==> src/rtl/issue_queue_pkg.sv <==
// Opcode encoding, operand-source classes and decode helpers shared by
// the issue queue and anything that needs to agree with its encoding.
package issue_queue_pkg;

  localparam int OPC_W = 6;
  typedef logic [OPC_W-1:0] opc_t;

  localparam opc_t OP_NOP   = 6'd0;
  localparam opc_t OP_LUI   = 6'd1;
  localparam opc_t OP_AUIPC = 6'd2;
  localparam opc_t OP_JAL   = 6'd3;
  localparam opc_t OP_JALR  = 6'd4;
  localparam opc_t OP_BEQ   = 6'd5;
  localparam opc_t OP_BNE   = 6'd6;
  localparam opc_t OP_BLT   = 6'd7;
  localparam opc_t OP_BGE   = 6'd8;
  localparam opc_t OP_BLTU  = 6'd9;
  localparam opc_t OP_BGEU  = 6'd10;
  localparam opc_t OP_LB    = 6'd11;
  localparam opc_t OP_LH    = 6'd12;
  localparam opc_t OP_LW    = 6'd13;
  localparam opc_t OP_LBU   = 6'd14;
  localparam opc_t OP_LHU   = 6'd15;
  localparam opc_t OP_SB    = 6'd16;
  localparam opc_t OP_SH    = 6'd17;
  localparam opc_t OP_SW    = 6'd18;
  localparam opc_t OP_ADDI  = 6'd19;
  localparam opc_t OP_SLTI  = 6'd20;
  localparam opc_t OP_SLTIU = 6'd21;
  localparam opc_t OP_XORI  = 6'd22;
  localparam opc_t OP_ORI   = 6'd23;
  localparam opc_t OP_ANDI  = 6'd24;
  localparam opc_t OP_SLLI  = 6'd25;
  localparam opc_t OP_SRLI  = 6'd26;
  localparam opc_t OP_SRAI  = 6'd27;
  localparam opc_t OP_ADD   = 6'd28;
  localparam opc_t OP_SUB   = 6'd29;
  localparam opc_t OP_SLL   = 6'd30;
  localparam opc_t OP_SLT   = 6'd31;
  localparam opc_t OP_SLTU  = 6'd32;
  localparam opc_t OP_XOR   = 6'd33;
  localparam opc_t OP_SRL   = 6'd34;
  localparam opc_t OP_SRA   = 6'd35;
  localparam opc_t OP_OR    = 6'd36;
  localparam opc_t OP_AND   = 6'd37;

  typedef enum logic [2:0] {
    SRC_REG,
    SRC_IMM,
    SRC_PC,
    SRC_FOUR,
    SRC_ZERO
  } src_t;

  typedef struct packed {
    logic mem;
    logic store;
    logic branch;
    src_t s1;
    src_t s2;
  } op_class_t;

  function automatic logic is_load(opc_t op);
    return op inside {[OP_LB:OP_LHU]};
  endfunction

  function automatic logic is_store(opc_t op);
    return op inside {[OP_SB:OP_SW]};
  endfunction

  function automatic logic is_branch(opc_t op);
    return op inside {[OP_BEQ:OP_BGEU]};
  endfunction

  function automatic logic is_alu_imm(opc_t op);
    return op inside {[OP_ADDI:OP_SRAI]};
  endfunction

  function automatic op_class_t classify(opc_t op);
    op_class_t c;
    c.mem    = is_load(op) || is_store(op);
    c.store  = is_store(op);
    c.branch = is_branch(op);
    c.s1     = SRC_REG;
    c.s2     = SRC_REG;
    unique case (1'b1)
      is_load(op), is_alu_imm(op), op == OP_JALR:
        c.s2 = SRC_IMM;
      op == OP_JAL: begin
        c.s1 = SRC_PC;
        c.s2 = SRC_FOUR;
      end
      op == OP_AUIPC: begin
        c.s1 = SRC_PC;
        c.s2 = SRC_IMM;
      end
      op == OP_LUI: begin
        c.s1 = SRC_ZERO;
        c.s2 = SRC_IMM;
      end
      default: ;
    endcase
    return c;
  endfunction

endpackage

==> src/rtl/issue_queue_fifo.sv <==
// In-order instruction queue: storage, wrapping pointers and occupancy.
// Push/pop arrive already qualified by the issue logic.
module issue_queue_fifo #(
  parameter int DEPTH = 4,
  parameter int W     = 8
) (
  input  logic         clk,
  input  logic         rst,
  input  logic         en,
  input  logic         flush,
  input  logic         push,
  input  logic         pop,
  input  logic [W-1:0] wdata,
  output logic [W-1:0] rdata,
  output logic         full,
  output logic         empty
);

  localparam int AW = $clog2(DEPTH);
  localparam int CW = AW + 1;

  logic [W-1:0]  mem [DEPTH];
  logic [AW-1:0] wr_ptr;
  logic [AW-1:0] rd_ptr;
  logic [CW-1:0] count;

  assign rdata = mem[rd_ptr];
  assign full  = count == CW'(DEPTH);
  assign empty = count == '0;

  always_ff @(posedge clk or posedge rst) begin
    if (rst) begin
      wr_ptr <= '0;
      rd_ptr <= '0;
      count  <= '0;
    end else if (flush) begin
      wr_ptr <= '0;
      rd_ptr <= '0;
      count  <= '0;
    end else if (en) begin
      if (push) wr_ptr <= wr_ptr + 1'b1;
      if (pop)  rd_ptr <= rd_ptr + 1'b1;
      unique case ({push, pop})
        2'b10:   count <= count + 1'b1;
        2'b01:   count <= count - 1'b1;
        default: count <= count;
      endcase
    end
  end

  // Payload only; occupancy decides whether a slot is meaningful.
  always_ff @(posedge clk) begin
    if (en && !flush && push) mem[wr_ptr] <= wdata;
  end

endmodule

==> src/rtl/issue_queue.sv <==
// Buffered issue stage: queues decoded instructions, resolves operands
// against regfile/CDB/last dispatch and dispatches in order to ROB+RS/LSB.
module issue_queue
  import issue_queue_pkg::*;
#(
  parameter int DEPTH = 4,
  parameter int XLEN  = 32,
  parameter int OP_W  = 6,
  parameter int TAG_W = 4
) (
  input  logic             clk_in,
  input  logic             rst_in,
  input  logic             rdy_in,
  input  logic             clear,
  input  logic             in_valid,
  output logic             in_ready,
  input  logic [OP_W-1:0]  in_op,
  input  logic [4:0]       in_rd,
  input  logic [4:0]       in_rs1,
  input  logic [4:0]       in_rs2,
  input  logic [XLEN-1:0]  in_imm,
  input  logic [XLEN-1:0]  in_pc,
  output logic [4:0]       rf_rs1,
  output logic [4:0]       rf_rs2,
  input  logic [TAG_W-1:0] rf_q1,
  input  logic [TAG_W-1:0] rf_q2,
  input  logic [XLEN-1:0]  rf_v1,
  input  logic [XLEN-1:0]  rf_v2,
  input  logic             rob_full,
  input  logic             rs_full,
  input  logic             lsb_full,
  input  logic [TAG_W-1:0] rob_tag,
  input  logic             cdb_valid,
  input  logic [TAG_W-1:0] cdb_tag,
  input  logic [XLEN-1:0]  cdb_data,
  output logic             rob_we,
  output logic             rs_we,
  output logic             lsb_we,
  output logic             rf_we,
  output logic [OP_W-1:0]  d_op,
  output logic [XLEN-1:0]  d_pc,
  output logic [XLEN-1:0]  d_imm,
  output logic [4:0]       d_rd,
  output logic [TAG_W-1:0] d_q1,
  output logic [XLEN-1:0]  d_v1,
  output logic [TAG_W-1:0] d_q2,
  output logic [XLEN-1:0]  d_v2,
  output logic [TAG_W-1:0] d_tag
);

  localparam int EW = OP_W + 15 + 2 * XLEN;
  localparam logic [TAG_W-1:0] TAG_READY = '1;

  typedef struct packed {
    logic [TAG_W-1:0] q;
    logic [XLEN-1:0]  v;
  } opnd_t;

  logic [EW-1:0]   wdata;
  logic [EW-1:0]   rdata;
  logic            full;
  logic            empty;
  logic            push;
  logic            go;
  logic            wr_rd;
  logic            byp_valid;
  logic [OP_W-1:0] h_op;
  logic [4:0]      h_rd;
  logic [4:0]      h_rs1;
  logic [4:0]      h_rs2;
  logic [XLEN-1:0] h_imm;
  logic [XLEN-1:0] h_pc;
  op_class_t       cls;
  opnd_t           o1;
  opnd_t           o2;

  assign in_ready = !full;
  assign push     = in_valid && !full && rdy_in && !clear;
  assign wdata    = {in_op, in_rd, in_rs1, in_rs2, in_imm, in_pc};
  assign {h_op, h_rd, h_rs1, h_rs2, h_imm, h_pc} = rdata;
  assign rf_rs1   = h_rs1;
  assign rf_rs2   = h_rs2;

  issue_queue_fifo #(
    .DEPTH (DEPTH),
    .W     (EW)
  ) u_fifo (
    .clk   (clk_in),
    .rst   (rst_in),
    .en    (rdy_in),
    .flush (clear),
    .push  (push),
    .pop   (go),
    .wdata (wdata),
    .rdata (rdata),
    .full  (full),
    .empty (empty)
  );

  // Last dispatch's rename beats the regfile, which has not seen it yet.
  function automatic opnd_t resolve(
    input logic [4:0]       rs,
    input logic [TAG_W-1:0] fq,
    input logic [XLEN-1:0]  fv
  );
    opnd_t r;
    if (rs == 5'd0) begin
      r.q = TAG_READY;
      r.v = '0;
    end else begin
      if (byp_valid && d_rd == rs) begin
        r.q = d_tag;
        r.v = '0;
      end else begin
        r.q = fq;
        r.v = (fq == TAG_READY) ? fv : '0;
      end
      if (r.q != TAG_READY && cdb_valid && cdb_tag == r.q) begin
        r.q = TAG_READY;
        r.v = cdb_data;
      end
    end
    return r;
  endfunction

  function automatic opnd_t pick(
    input src_t             s,
    input logic [4:0]       rs,
    input logic [TAG_W-1:0] fq,
    input logic [XLEN-1:0]  fv
  );
    opnd_t r;
    r.q = TAG_READY;
    r.v = '0;
    unique case (s)
      SRC_REG:  r = resolve(rs, fq, fv);
      SRC_IMM:  r.v = h_imm;
      SRC_PC:   r.v = h_pc;
      SRC_FOUR: r.v = XLEN'(4);
      default:  r.v = '0;
    endcase
    return r;
  endfunction

  always_comb begin
    cls   = classify(OPC_W'(h_op));
    wr_rd = !(cls.store || cls.branch) && h_rd != 5'd0;
    go    = !empty && rdy_in && !clear && !rob_full
            && !(cls.mem ? lsb_full : rs_full);
    o1    = pick(cls.s1, h_rs1, rf_q1, rf_v1);
    o2    = pick(cls.s2, h_rs2, rf_q2, rf_v2);
  end

  always_ff @(posedge clk_in or posedge rst_in) begin
    if (rst_in) begin
      rob_we    <= 1'b0;
      rs_we     <= 1'b0;
      lsb_we    <= 1'b0;
      rf_we     <= 1'b0;
      byp_valid <= 1'b0;
      d_op      <= '0;
      d_pc      <= '0;
      d_imm     <= '0;
      d_rd      <= '0;
      d_q1      <= '0;
      d_v1      <= '0;
      d_q2      <= '0;
      d_v2      <= '0;
      d_tag     <= '0;
    end else if (clear) begin
      rob_we    <= 1'b0;
      rs_we     <= 1'b0;
      lsb_we    <= 1'b0;
      rf_we     <= 1'b0;
      byp_valid <= 1'b0;
    end else if (!rdy_in) begin
      rob_we    <= 1'b0;
      rs_we     <= 1'b0;
      lsb_we    <= 1'b0;
      rf_we     <= 1'b0;
    end else begin
      rob_we    <= go;
      rs_we     <= go && !cls.mem;
      lsb_we    <= go && cls.mem;
      rf_we     <= go && wr_rd;
      byp_valid <= go && wr_rd;
      if (go) begin
        d_op  <= h_op;
        d_pc  <= h_pc;
        d_imm <= h_imm;
        d_rd  <= h_rd;
        d_q1  <= o1.q;
        d_v1  <= o1.v;
        d_q2  <= o2.q;
        d_v2  <= o2.v;
        d_tag <= rob_tag;
      end
    end
  end

endmodule

==> config.mk <==
export PLATFORM = sky130hd
export DESIGN_NAME = issue_queue
export DESIGN_NICKNAME = d
export VERILOG_FILES = /design/src/rtl/issue_queue_pkg.sv /design/src/rtl/issue_queue_fifo.sv /design/src/rtl/issue_queue.sv
export SDC_FILE = /design/constraint.sdc
export NUM_CORES = 1
export LEC_CHECK = 0
export BUFFER_PORTS_ARGS = -buffer_cell sky130_fd_sc_hd__buf_4
export CAP_MARGIN = 20
export CORE_MARGIN = 4
export CORE_UTILIZATION = 50
export CTS_CLUSTER_DIAMETER = 200
export DETAILED_ROUTE_END_ITERATION = 8
export PLACE_DENSITY = 0.75
export SYNTH_ARGS = -nofsm -noshare
export SYNTH_HDL_FRONTEND = slang
export SYNTH_HIERARCHICAL = 1
export SYNTH_SLANG_ARGS = --single-unit
==> constraint.sdc <==
create_clock -name clk_in -period 5.02 [get_ports clk_in]
set_input_delay 0.502 -clock clk_in [delete_from_list [all_inputs] [get_ports clk_in]]
set_output_delay 0.502 -clock clk_in [all_outputs]
set_load 0.005 [all_outputs]
* Word level (Yosys, flattened, before mapping)
Memories as Yosys holds them, arrays and structs flattened. Cells that the tools add are included.
Word-level totals: bits in registers 163, bits in latches 0, bits in writable memories 340, bits in read-only memories 0, output and inout port bits 166, word-level logic and storage cells 140, memories 1
Memories:
- u_fifo.mem | depth 4, width 85, read ports 1, clocked after Yosys merged registers in 0, wr ports 1, line issue_queue_fifo.sv:22 | logic [W-1:0] mem [DEPTH];
Operators by class: add/sub/neg operators 4, multipliers 0, divide/modulo/power cells 0, $lt $le $gt $ge 8, eq/ne operators 21, shift-type cells 0, muxes and demuxes 40, bitwise logic cells 1, reductions and logical operators 48
Operators with widths (number):
- $mux 36 | 10
- $pmux 32 s4 | 2
- $mux 32 | 2
- $logic_and 1x1->1 | 23
- $mux 1 | 13
- $eq 3x2->1 const B | 4
- $eq 6x2->1 const B | 2
- $ge 6x5->1 const B | 2
- $le 6x4->1 const B | 2
- $le 6x5->1 const B | 2
- $mux 2 | 6
- $pmux 3 s2 | 2
- $eq 5x5->1 | 2
- $logic_not 5->1 | 2
- $logic_not 3->1 | 3
- $eq 4x4->1 | 2
- $eq 4x4->1 const B | 2
- $mux 4 | 2
- $ne 4x4->1 const B | 2
- $logic_not 1->1 | 7
- $eq 3x1->1 const B | 2
- $eq 6x1->1 const B | 1
- $eq 6x3->1 const B | 1
- $ge 6x3->1 const B | 1
- 18 further kinds | 25

* Depth between registers and ports, before layout
An unclocked memory read counts as a cell.
depth in word-level cells 13, depth in mapped cells 17, depth with buffers taken out 11

* Hierarchy
The synthesis kept the hierarchy.
Modules (own cells, without submodules):
- issue_queue_fifo | times used 1, cells each 496, area each 12759.7 µm², seq. area each 10385.0 µm²
- issue_queue | times used 1, cells each 924, area each 8226.6 µm², seq. area each 3903.7 µm²

* Least setup slack after synthesis
Ideal clock, no wire load.
path type flip-flop to flip-flop, start point register u_fifo.rd_ptr[0], end point register u_fifo.count[2], arrival time 3690 ps, data required time 4895 ps, slack 1205 ps, cell stages (with the launch flop) 18, buffers on the path 6, cells stage by stage dfrtp_1 -> buf_6 -> buf_12 -> mux4_2 -> buf_2 -> nor3b_1 -> a221o_1 -> buf_4 -> o211ai_4 -> inv_2 -> clkbuf_1 -> clkbuf_1 -> nand2b_1 -> inv_1 -> fa_1 -> nand2b_1 -> o22ai_1 -> mux2_2
On the way: cells in the longest elaborated chain, start to end 11, elaborated cells between the ends (all ways) 18, classes of those cells order compare (4); eq/ne (2); mux (4); reduce/logical (7); memory (1)
Ends and longest elaborated chain:
- start: declaration | line issue_queue_fifo.sv:24 | logic [AW-1:0] rd_ptr;
- start signal: assignment | line issue_queue_fifo.sv:42 | if (pop) rd_ptr <= rd_ptr + 1'b1;
- $mem_v2 4x85 (*)
- named net rdata[82] | line issue_queue.sv:60 | logic [EW-1:0] rdata;
- $ge 6x4->1, or another cell as far along | line issue_queue_pkg.sv:64 | return op inside {[OP_LB:OP_LHU]};
- $logic_and 1x1->1, on equally long branches | line issue_queue_pkg.sv:64, issue_queue_pkg.sv:68
- $logic_or 1x1->1 (*) | line issue_queue_pkg.sv:81 | c.mem = is_load(op) || is_store(op);
- $mux 1 (*) | line issue_queue.sv:149 | && !(cls.mem ? lsb_full : rs_full);
- $logic_not 1->1 (*) | line issue_queue.sv:149
- $logic_and 1x1->1 (*) | line issue_queue.sv:149
- named net go | line issue_queue.sv:64 | logic go;
- $eq 2x1->1 or $eq 2x2->1 (tied branches) | line issue_queue_fifo.sv:43 | unique case ({push, pop})
- $pmux 3 s2 | line issue_queue_fifo.sv:43
- $mux 3 | line issue_queue_fifo.sv:40 | end else if (en) begin
- $mux 3 | line issue_queue_fifo.sv:36 | end else if (flush) begin
- end signal: assignment | line issue_queue_fifo.sv:44 | 2'b10: count <= count + 1'b1;
- end signal: assignment | line issue_queue_fifo.sv:45 | 2'b01: count <= count - 1'b1;
- end signal: assignment | line issue_queue_fifo.sv:46 | default: count <= count;
- end: declaration | line issue_queue_fifo.sv:25 | logic [CW-1:0] count;
The timed path passes the listed nets; every way through them passes the cells marked *. The select of a mux whose other input is x is not followed. A chain may end at the register's enable or synchronous reset.

* Final worst setup path
start point register u_fifo.rd_ptr[1], end point register d_v1[4]
On the way: elaborated cells between the ends (all ways) 34, classes of those cells order compare (4); eq/ne (9); mux (8); reduce/logical (12); memory (1)
RTL lines:
- $mem_v2 4x85 (*)
- named net rdata[81] | line issue_queue.sv:60
- $ge 6x4->1, or another cell as far along | line issue_queue_pkg.sv:64
- $logic_and 1x1->1, on equally long branches | line issue_queue_pkg.sv:64, issue_queue_pkg.sv:68
- $logic_or 1x1->1 | line issue_queue_pkg.sv:81
- $mux 1 | line issue_queue.sv:149
- $logic_not 1->1 | line issue_queue.sv:149
- $logic_and 1x1->1 | line issue_queue.sv:149
- $reduce_and 3->1 (no source line)
- end signal: assignment | line issue_queue.sv:193 | d_v1 <= o1.v;
- end: declaration | line issue_queue.sv:45 | output logic [XLEN-1:0] d_v1,
Marks and branches as above.

==> impl_metrics.env <==
export IMPL_cts_root_buf="clkbuf_16"
export IMPL_detail_route_antenna_nets=0
export IMPL_hold_depth=1
export IMPL_max_cap_violations=0
export IMPL_crit_top_cell="buf_4"
export IMPL_synthMuxAreaShare_pct=9.77
export IMPL_r2r_start="u_fifo/rd_ptr[1]"
export IMPL_min_from="in_imm[4]"
export IMPL_numCtsBuffers=52
export IMPL_htreeDepth=2
export IMPL_path_class="reg2reg"
export IMPL_first_pass_iters=5
export IMPL_final_period_utilization_pct=80.9
export IMPL_yosys_warnings=6
export IMPL_rr_worst_depth=9
export IMPL_status="completed"
export IMPL_ys_ff_latch=503
export IMPL_drive_gt1_share_pct=32.6
export IMPL_gp_congestion=0.958
export IMPL_relSlewSlack_pct=31.7
export IMPL_synthXorXnorAreaFrac_pct=0.793
export IMPL_synth_cells=1420
export IMPL_grt_max_degree=77
export IMPL_antenna_found_initial=7
export IMPL_critPathArrivalTime_ns=4.51
export IMPL_cpPeakStageDelay_ns=0.90
export IMPL_yosysUniqueCellTypes=68
export IMPL_synth_simple_area_share_pct=10.3
export IMPL_synthesis_nets=1631
export IMPL_first_global_vias=14190
export IMPL_avgSynthCellArea_um2=14.8
export IMPL_synth_commonest_cells="340 x edfxtp_1, 247 x nand2_1, 163 x dfrtp_1"
export IMPL_ctsLongestPathBuffers=3
export IMPL_skew_ns=0.0270
export IMPL_via_count=14292
export IMPL_leakagePower_uw=0.0105
export IMPL_io_buffers=371
export IMPL_fmax_mhz=246
export IMPL_path_max_fanout=76
export IMPL_wirelength_mm=61.7
export IMPL_post_cts_resized=0
export IMPL_synth_top_area_cell="edfxtp_1"
export IMPL_dp_slack_ns=1.03
export IMPL_required_ns=5.47
export IMPL_path_clk_slew_ns=0.06
export IMPL_io_pins=372
export IMPL_die_area_um2=45300
export IMPL_synth_edff_count=340
export IMPL_dieWidth_um=213
export IMPL_yosysTopAreaCellShare_pct=48.6
export IMPL_clock_latency_ns=0.60
export IMPL_worstHoldEndpoint="u_fifo/mem[0][36]"
export IMPL_area_delta_synth_final_pct=24.9
export IMPL_initial_core_util_pct=50.9
export IMPL_first_iter_violations=1397
export IMPL_wire_per_inst_um=26.1
export IMPL_coreArea_um2=41200
export IMPL_row_count=74
export IMPL_setup_tns_final_ns=0
export IMPL_busiest_layer="met2"
export IMPL_hold_viol_final=0
export IMPL_cpMaxStageDelayCell="dfrtp_4"
export IMPL_path_cells="mux4_2 > a21o_1 > a221o_1 > buf_4 > o211ai_4 > buf_4 > buf_4 > a221oi_1 > o41ai_1"
export IMPL_rsz0062_at_grt="no"
export IMPL_drv_slew=0
export IMPL_p_per_area_nw_per_um2=355
export IMPL_layout_setup_ws_ns=0.961
export IMPL_vdd_ir_drop_worst_v=0.000284
export IMPL_synth_top_family_by_area="simple AND/OR/NAND/NOR gates"
export IMPL_grt_util_met2_pct=44.0
export IMPL_holdWs_ns=0.0997
export IMPL_grt_util_met3_pct=5.23
export IMPL_synth_adder_area_share_pct=0.334
export IMPL_grt_usage_pct=26.7
export IMPL_setup_viol_count_final=0
export IMPL_dieHeight_um=213
export IMPL_worst_slew_pin_slew_ns=1.02
export IMPL_yosysMostFrequentCell="edfxtp_1"
export IMPL_cts_tree="done"
export IMPL_fin_nets=1994
export IMPL_use_met1_pct=35.4
export IMPL_netlist_area_um2=21000
export IMPL_min_period_ns=4.06
export IMPL_grt_pass1_wl_mm=90.4
export IMPL_ys_seq_area_share_pct=68.1
export IMPL_grt_overflow=0
export IMPL_vias_per_cell=6.05
export IMPL_netlist_top_cells_area="edfxtp_1 49%, dfrtp_1 19%, mux4_2 9.1%"
export IMPL_drc_errors=0
export IMPL_end_kind="register"
export IMPL_detailed_place_hpwl_mm=42.7
export IMPL_r2r_end="d_v1[4]"
export IMPL_r2r_slack_ns=0.96
export IMPL_start_kind="register"
export IMPL_holdCritPathClass="in2reg"
export IMPL_clock_sinks=503
export IMPL_async_reset_ff_share_pct=32.4
export IMPL_synth_compound_area_share_pct=7.47
export IMPL_synth_ff_type="edfxtp_1"
## kinds of logic (layout without fill, tap and decap cells)
| family | count (synthesis) | count (layout) |
|---|---|---|
| AND/OR/NAND/NOR | 450 | 450 |
| adder cells (fa/ha/maj) | 5 | 5 |
| AO/OA/AOI/OAI | 201 | 201 |
| XOR/XNOR | 19 | 19 |
| flip-flops | 503 | 503 |
| multiplexers | 98 | 98 |
| other | 0 | 6 |
| buffers and inverters | 144 | 550 |
## registers in the layout, indices dropped and copies added (netlist names), 2 cells and up
signal         cells
u_fifo/mem       340
u_fifo/count       3
d_tag              4
d_v2              32
u_fifo/wr_ptr      2
d_q2               4
d_imm             32
d_op               6
d_rd               5
d_q1               4
d_v1              32
u_fifo/rd_ptr      2
d_pc              32
## repair_timing
action | in CTS | in global routing
hold endpoints to repair | 25 | 0
hold buffers | 1 | 0
buffers inserted | 0 | 0
## power by group
| group | internal, µW | switching [µW] |
|---|---|---|
| combinational | 299 | 298 |
| sequential | 4540 | 85.3 |
| clock | 2520 | 1570 |
## critical path: cells and delay by family (launching register included)
family | cells | cell delay (ns)
buffers and inverters | 3 | 1.26
AOI/OAI and AO/OA | 5 | 1.11
DFF | 1 | 0.90
muxes | 1 | 0.55
## cell type report
| class | instances | area, µm² |
|---|---|---|
| fillers | 3020 | 15000 |
| multi-input cells | 773 | 6090 |
| flip-flops and latches | 503 | 14300 |
| repair buffers | 406 | 3130 |
| well taps | 532 | 666 |
| clock buffers | 76 | 1490 |
| clock inverters | 21 | 343 |
| inverters | 47 | 184 |
| diodes | 6 | 15.0 |
## stage by stage
stage | cell area (µm²) | std cells | power, µW | utilization (%)
finish | 26200 | 2364 | 9310 | 63.6
global route | 26200 | 2361 | 9620 | 63.6
CTS | 26100 | 2355 | 9370 | 63.5
detailed placement | 24300 | 2257 | 5300 | 59.0
global placement | 24300 | 2257 | 5280 | 59.0
floorplan | 21000 | 1420 | 4870 | -
## cells in the final DEF (no fill, tap or decap), types with 17 or more instances in the layout
| master | instances |
|---|---|
| buf_4 | 399 |
| edfxtp_1 | 340 |
| nand2_1 | 247 |
| dfrtp_1 | 161 |
| mux4_2 | 85 |
| clkbuf_16 | 54 |
| inv_1 | 44 |
| nand3_1 | 39 |
| and3_1 | 35 |
| o41ai_1 | 33 |
| a221oi_1 | 32 |
| nor2_1 | 23 |
| and2_1 | 22 |
| o2111ai_1 | 18 |
| nand4_1 | 17 |
| a2111oi_0 | 17 |
| o21ai_1 | 17 |
## how the worst max path moves through the flow
| stage | from | endpoint | slack, ns | cells past startpoint |
|---|---|---|---|---|
| after global routing | u_fifo/rd_ptr[1] | d_v1[4] | 0.80 | 9 |
| after CTS | u_fifo/rd_ptr[0] | d_v2[9] | 0.96 | 9 |
| after global placement | u_fifo/rd_ptr[1] | d_v2[12] | 1.14 | 10 |
| final | u_fifo/rd_ptr[1] | d_v1[4] | 0.96 | 9 |
| after floorplan | rst_in | byp_valid | 0.31 | 1 |
| after detailed placement | u_fifo/rd_ptr[0] | d_v2[13] | 1.03 | 9 |
## metal layers
layer / vias to the layer above / wire, µm / share of wire (%)
met5: - / 50 / 0.081
met4: 8 / 2600 / 4.2
met3: 138 / 5020 / 8.1
met2: 711 / 30600 / 50
met1: 7224 / 23400 / 38
li1: 6211 / - / -
No activity file was read; power rests on OpenSTA's default activity.
